## src/rtl/fsmotor_stepgen.sv

```systemverilog
// rtl/fsmotor_stepgen.sv - N-channel stepper move generator between control plane and motor driver pins
//
// Purpose: each channel takes a move command (step count, half-period, direction,
// microstep), holds DIR stable for a setup delay, then emits step pulses with a
// period of exactly 2*speed clocks. A move may be aborted (s_stop) or, when homing
// is requested, ended by the synchronised zero-point sensor.
//
// Ports:
//   clk, resetn             system clock, asynchronous active-low reset
//   s_xen, s_xrst           driver enable/reset requests, registered onto m_xen/m_xrst
//   s_start, s_stop         per-channel start / abort pulses
//   s_home, s_dir, s_ms,
//   s_step, s_speed         command fields, latched on an accepted start
//   s_busy, s_done          move in progress / one-cycle end-of-move pulse
//   s_zstop                 sticky: last move ended by zero-point
//   s_zpd, m_zpd            synchronised / raw zero-point sensor
//   m_ms, m_dir, m_drive    latched microstep, direction, step pulse

module fsmotor_stepgen #(
    parameter int C_CHANNEL_NUM       = 6,
    parameter int C_MICROSTEP_WIDTH   = 3,
    parameter int C_STEP_NUMBER_WIDTH = 16,
    parameter int C_SPEED_DATA_WIDTH  = 16,
    parameter int C_DIR_SETUP         = 8
) (
    input  logic                                         clk,
    input  logic                                         resetn,
    input  logic [C_CHANNEL_NUM-1:0]                     s_xen,
    input  logic [C_CHANNEL_NUM-1:0]                     s_xrst,
    input  logic [C_CHANNEL_NUM-1:0]                     s_start,
    input  logic [C_CHANNEL_NUM-1:0]                     s_stop,
    input  logic [C_CHANNEL_NUM-1:0]                     s_home,
    input  logic [C_CHANNEL_NUM-1:0]                     s_dir,
    input  logic [C_CHANNEL_NUM*C_MICROSTEP_WIDTH-1:0]   s_ms,
    input  logic [C_CHANNEL_NUM*C_STEP_NUMBER_WIDTH-1:0] s_step,
    input  logic [C_CHANNEL_NUM*C_SPEED_DATA_WIDTH-1:0]  s_speed,
    output logic [C_CHANNEL_NUM-1:0]                     s_busy,
    output logic [C_CHANNEL_NUM-1:0]                     s_done,
    output logic [C_CHANNEL_NUM-1:0]                     s_zstop,
    output logic [C_CHANNEL_NUM-1:0]                     s_zpd,
    input  logic [C_CHANNEL_NUM-1:0]                     m_zpd,
    output logic [C_CHANNEL_NUM-1:0]                     m_xen,
    output logic [C_CHANNEL_NUM-1:0]                     m_xrst,
    output logic [C_CHANNEL_NUM*C_MICROSTEP_WIDTH-1:0]   m_ms,
    output logic [C_CHANNEL_NUM-1:0]                     m_drive,
    output logic [C_CHANNEL_NUM-1:0]                     m_dir
);

    localparam int N  = C_CHANNEL_NUM;
    localparam int MS = C_MICROSTEP_WIDTH;
    localparam int SW = C_STEP_NUMBER_WIDTH;
    localparam int PW = C_SPEED_DATA_WIDTH;

    // The setup counter shares the phase counter; it runs from C_DIR_SETUP down
    // to 0 inclusive, so SETUP lasts C_DIR_SETUP+1 cycles and the first rising
    // DRIVE edge lands C_DIR_SETUP+1 cycles after the start is sampled.
    localparam logic [PW-1:0] SETUP_LOAD = PW'(C_DIR_SETUP);

    typedef enum logic [2:0] {
        ST_IDLE  = 3'd0,
        ST_SETUP = 3'd1,
        ST_HIGH  = 3'd2,
        ST_LOW   = 3'd3,
        ST_DONE  = 3'd4
    } state_t;

    logic [N-1:0] zpd_meta;
    logic [N-1:0] zpd_sync;

    // Driver enable/reset pass-through and zero-point synchroniser.
    always_ff @(posedge clk or negedge resetn) begin
        if (!resetn) begin
            m_xen    <= '0;
            m_xrst   <= '0;
            zpd_meta <= '0;
            zpd_sync <= '0;
        end else begin
            m_xen    <= s_xen;
            m_xrst   <= s_xrst;
            zpd_meta <= m_zpd;
            zpd_sync <= zpd_meta;
        end
    end

    assign s_zpd = zpd_sync;

    genvar i;
    generate
        for (i = 0; i < N; i++) begin : g_ch
            state_t          state;
            state_t          state_nx;
            logic [PW-1:0]   cnt;
            logic [PW-1:0]   cnt_nx;
            logic [SW-1:0]   rem;
            logic [SW-1:0]   rem_nx;
            logic [PW-1:0]   speed;
            logic [MS-1:0]   ms;
            logic            dir;
            logic            home;
            logic            drive;
            logic            zstop;
            logic            stop_pend;
            logic            stop_pend_nx;
            logic            zero_pend;
            logic            zero_pend_nx;
            logic            latch;
            logic            req_stop;
            logic            req_zero;
            logic [SW-1:0]   cmd_step;
            logic [PW-1:0]   cmd_speed;

            assign cmd_step  = s_step[i*SW +: SW];
            assign cmd_speed = s_speed[i*PW +: PW];

            // A request seen this cycle counts together with one recorded earlier.
            assign req_stop = stop_pend | s_stop[i];
            assign req_zero = zero_pend | (home & zpd_sync[i]);

            always_comb begin
                state_nx     = state;
                cnt_nx       = cnt;
                rem_nx       = rem;
                stop_pend_nx = stop_pend;
                zero_pend_nx = zero_pend;
                latch        = 1'b0;
                case (state)
                    ST_IDLE: begin
                        if (s_start[i]) begin
                            latch        = 1'b1;
                            rem_nx       = cmd_step;
                            cnt_nx       = SETUP_LOAD;
                            stop_pend_nx = 1'b0;
                            zero_pend_nx = 1'b0;
                            state_nx     = (cmd_step == '0) ? ST_DONE : ST_SETUP;
                        end
                    end
                    ST_SETUP: begin
                        // No pulse has been issued yet, so any request ends the move now.
                        zero_pend_nx = home & zpd_sync[i];
                        if (s_stop[i] || (home && zpd_sync[i])) begin
                            state_nx = ST_DONE;
                        end else if (cnt == '0) begin
                            state_nx = ST_HIGH;
                            cnt_nx   = speed - 1'b1;
                        end else begin
                            cnt_nx = cnt - 1'b1;
                        end
                    end
                    ST_HIGH: begin
                        stop_pend_nx = req_stop;
                        zero_pend_nx = req_zero;
                        if (cnt == '0) begin
                            state_nx = ST_LOW;
                            cnt_nx   = speed - 1'b1;
                        end else begin
                            cnt_nx = cnt - 1'b1;
                        end
                    end
                    ST_LOW: begin
                        stop_pend_nx = req_stop;
                        zero_pend_nx = req_zero;
                        if (cnt == '0) begin
                            rem_nx = rem - 1'b1;
                            // rem is never 0 here: a zero-step move skips straight to DONE.
                            if (rem == SW'(1) || req_stop || req_zero) begin
                                state_nx = ST_DONE;
                            end else begin
                                state_nx = ST_HIGH;
                                cnt_nx   = speed - 1'b1;
                            end
                        end else begin
                            cnt_nx = cnt - 1'b1;
                        end
                    end
                    ST_DONE: begin
                        state_nx = ST_IDLE;
                    end
                    default: begin
                        state_nx = ST_IDLE;
                    end
                endcase
            end

            always_ff @(posedge clk or negedge resetn) begin
                if (!resetn) begin
                    state     <= ST_IDLE;
                    cnt       <= '0;
                    rem       <= '0;
                    speed     <= '0;
                    ms        <= '0;
                    dir       <= 1'b0;
                    home      <= 1'b0;
                    drive     <= 1'b0;
                    zstop     <= 1'b0;
                    stop_pend <= 1'b0;
                    zero_pend <= 1'b0;
                end else begin
                    state     <= state_nx;
                    cnt       <= cnt_nx;
                    rem       <= rem_nx;
                    stop_pend <= stop_pend_nx;
                    zero_pend <= zero_pend_nx;
                    drive     <= (state_nx == ST_HIGH);
                    if (latch) begin
                        dir   <= s_dir[i];
                        ms    <= s_ms[i*MS +: MS];
                        home  <= s_home[i];
                        speed <= (cmd_speed == '0) ? PW'(1) : cmd_speed;
                        zstop <= 1'b0;
                    end else if (state != ST_DONE && state_nx == ST_DONE && zero_pend_nx) begin
                        // Set on DONE entry so it is valid alongside s_done.
                        zstop <= 1'b1;
                    end
                end
            end

            assign s_busy[i]          = (state != ST_IDLE);
            assign s_done[i]          = (state == ST_DONE);
            assign s_zstop[i]         = zstop;
            assign m_drive[i]         = drive;
            assign m_dir[i]           = dir;
            assign m_ms[i*MS +: MS]   = ms;
        end
    endgenerate

endmodule
```

## config.mk

```make
export PLATFORM = sky130hd
export DESIGN_NAME = fsmotor_stepgen
export DESIGN_NICKNAME = d
export VERILOG_FILES = /design/src/rtl/fsmotor_stepgen.sv
export SDC_FILE = /design/constraint.sdc
export NUM_CORES = 1
export LEC_CHECK = 0
export ABC_AREA = 1
export BUFFER_PORTS_ARGS = -buffer_cell sky130_fd_sc_hd__buf_4
export CORE_MARGIN = 1
export CORE_UTILIZATION = 60
export DETAILED_ROUTE_END_ITERATION = 10
export PLACE_DENSITY = 0.83
export REMOVE_ABC_BUFFERS = 1
export SKIP_CTS_REPAIR_TIMING = 1
export SLEW_MARGIN = 0
export SYNTH_ARGS = -nofsm -noshare
export SYNTH_HDL_FRONTEND = slang
export SYNTH_SLANG_ARGS = --single-unit
```

## constraint.sdc

```tcl
create_clock -name clk -period 5.5 [get_ports clk]
set_clock_uncertainty 0.05 [all_clocks]
set_input_delay 0.275 -clock clk [delete_from_list [all_inputs] [get_ports clk]]
set_output_delay 0.275 -clock clk [all_outputs]
set_load 0.01 [all_outputs]
```

==> impl_results.md <==
* CP Class: reg -> reg
* P per Cell Area at around 570 nW/um^2
* Critical path launch point type: flop
* Height of the die at 195 um
* Worst-Skew Late Latency at 570 ps
* Util after Layout at between 70% and 80%
* RSZ-0062 raised after global routing: false
* Pre-antenna DRT Iters at 6
* Routed Antenna Nets at 0
* Drc violations at 0
* TritonCTS clock tree: built
* Hpwl dp at 41.7 mm
* Die Wd at roughly 200 um
* Worst ir drop on vdd at a little under 0.0004 V
* Die Area at ~38000 um^2
* Reg power frac at between 30 and 40%
* Sequential area share after synthesis at 43.2%
* Wire per inst at 15.9 um
* Min Tclk post-route at 3350 ps
* Antenna violations before repair at 1
* Leakage Power at about 0.014 uW
* Post-Syn Area at 22200 um^2
* Net Sw Power at ~7500 uW
* Worst EP arrival at 3740 ps
* Synth unique cells at 54
* Worst-Margin Slew at roughly 1100 ps
* Pin count of the biggest net entering global routing at 138
* First-pass GRT wire length at between 90 and 100 mm
* Congestion Overflow GR at 0
* Int Power at 8620 uW
* Flops & latches, synth at about 380
* Final Max Slew Viols at 0
* CP Capture Type: flop
* Clk pwr share at around 20%
* Final wirelength at ~64 mm
* Status: finished, violations left
* Max H-tree Level at 2
* Nets at approximately 3800
* Tcrit/Tclk final at roughly 61%
* Dpl ws at about 2300 ps
* Port bufs at between 300 and 400
* Final hold vios at 17
* Logic pwr share at 50.3%
* Clock Sinks at roughly 380
* Syn Area/Cell at around 7 um^2
* Number of global-route vias before repair at ~21000
* Overall Global Routing Usage at between 30 and 40%
* Switching portion of total power at between 40% and 50%
* CTS Buffer Depth at 3
* Max-Cap Viols at 0
* Failing checks: negative hold slack
* Relative slew slack at 26.5%
* Crit path max fanout at 31
* FP Rows at 70
* Worst-path clk slew at about 60 ps
* Num CTS Buffers at 42
* Core Area at around 37000 um^2
* Initial drt markers at around 1800
* Area Overhead vs Synth at 25.8%
* Flop2flop setup slack at between 2000 and 2500 ps
* Proportion of layout cells with a drive suffix above 1 at between 10 and 15%
* Via-to-Cell Ratio at roughly 5.6
* Final setup violation count at 0
* GPL Wtd Cong at 0.929
* Dpl cells at 3785
* Worst Hold Class: in -> reg
* Synth warn at 0
* Root Driver: clkbuf_16
* TNS Setup at 0 ps
* Ports at 320
* Syn Inst Count at about 3100
* Critical Path RT at between 5000 and 6000 ps
* Post-Layout Cell Count at about 4000
* Vias at roughly 23000
* Final Worst Setup Slack at roughly 2200 ps
* Starting density of the core at 60.9%
* Maximum clock rate at 299 MHz
* Fin Hold WS at -39.7 ps
[flip-flops by register name, indices dropped and copies added, names as in the netlist]
name and cells:
g_ch.zstop 6, g_ch.dir 6, g_ch.drive 6, m_xen 6, g_ch.rem 96, g_ch.speed 96
g_ch.state 18, g_ch.cnt 96, g_ch.stop_pend 6, s_zpd 6, g_ch.ms 18, m_xrst 6
g_ch.zero_pend 6, zpd_meta 6, g_ch.home 6
[worst paths after layout]
kind                                    endpoint  depth (start not counted)             start
worst max-delay path              g_ch[2].rem[7]                         10  g_ch[2].state[1]
worst min-delay path            g_ch[5].speed[0]                          4       s_speed[80]
worst max register to register    g_ch[2].rem[7]                         10  g_ch[2].state[1]
worst min register to register          s_zpd[5]                          0       zpd_meta[5]
max in group asynchronous          g_ch[2].ms[0]                          3            resetn
min in group asynchronous              m_xrst[3]                          2            resetn
[final cells by class]
cell class,instances,area [um^2]
multi-input combinational,2224,10600
sequential,384,9610
fill,2567,8540
timing repair buffer,493,4150
inverter,384,1450
clock buffer,52,1200
tap,468,586
clock inverter,24,339
antenna,2,5.00
[Yosys cell counts (all sizes together)]
library cell	instances	area share, %
nor2	446	8.5
a22oi	13	0.44
a2bb2oi	4	0.16
a21oi	85	1.9
nand3	225	5.5
xor2	44	1.7
xnor2	4	0.16
buf	64	2.0
o21a	3	0.10
a211oi	1	0.034
o22ai	48	1.3
or2	4	0.11
o21ai	254	5.9
nor3b	3	0.10
nor3	29	0.65
nand2	892	15
ha	18	1.0
nand3b	12	0.44
clkinv	2	0.039
nand4	37	1.1
o21bai	20	0.79
a31oi	4	0.11
nor4	40	1.1
and2	1	0.028
dfrtp	384	43
clkbuf	32	0.54
a32o	3	0.14
a22o	3	0.12
o221ai	4	0.16
o211ai	22	0.74
o31ai	4	0.14
inv	382	6.5
a21boi	1	0.034
[layer usage]
layer  vias up  share of wire, %  global-route usage (%)
met1     10623                42                    41.9
li1      10825                 -                       -
met2       972                48                    50.5
met3       149               7.2                    4.11
met4         0               2.9                    9.61
met5         -                 0                       0
[worst max-delay path, cell delays in order (launching register included)]
cell     delay, ps
dfrtp_1        400
nor2_1         150
inv_1           90
nor2_1         100
inv_1           80
nor2_2         830
inv_2          360
nand2_1        640
inv_2          190
o21ai_0        250
nand2_1         80
[stage by stage]
step           area, um^2  total power [uW]
5_1_grt             28000             17400
3_5_place_dp        24800             12600
4_1_cts             26300             15800
3_3_place_gp        24800             12300
2_1_floorplan       21700             10400
6_report            28000             16100
[cells in the final DEF (no fill, tap or decap), types with 14 or more instances in the layout]
cell type      count
nor2_1           400
nor2_4            17
nor3_1            29
o21ai_0          222
nor2_2            27
dfrtp_1          384
o21ai_1           28
nor4_1            40
nand3_1          210
buf_4            322
o211ai_1          22
a21oi_1           85
inv_2             20
nand2_1          877
nand2_2           14
ha_1              18
o22ai_1           48
dlygate4sd3_1    168
clkbuf_16         45
xor2_1            44
o21bai_1          15
inv_1            361
nand4_1           35
[cell families (layout without fill, tap and decap cells)]
| family | Yosys count | after routing | share of synthesized area [%] |
|---|---|---|---|
| compound gates | 469 | 469 | 12.1 |
| xor+xnor | 48 | 48 | 1.89 |
| fa+ha+maj | 18 | 18 | 1.01 |
| buf+inv | 480 | 953 | 9.00 |
| flops | 384 | 384 | 43.2 |
| other cells | 0 | 2 | 0 |
| simple gates | 1689 | 1689 | 32.8 |
[power groups by stage]
stage / Combinational [uW] / Clock [uW] / Sequential (uW)
floorplan: 5740 / 0 / 4670
global placement: 7530 / 0 / 4770
detailed placement: 7750 / 0 / 4810
CTS: 7820 / 3190 / 4790
global route: 9120 / 3300 / 4960
finish: 8080 / 3160 / 4830
Note: power is estimated with default switching activity, not from simulation.
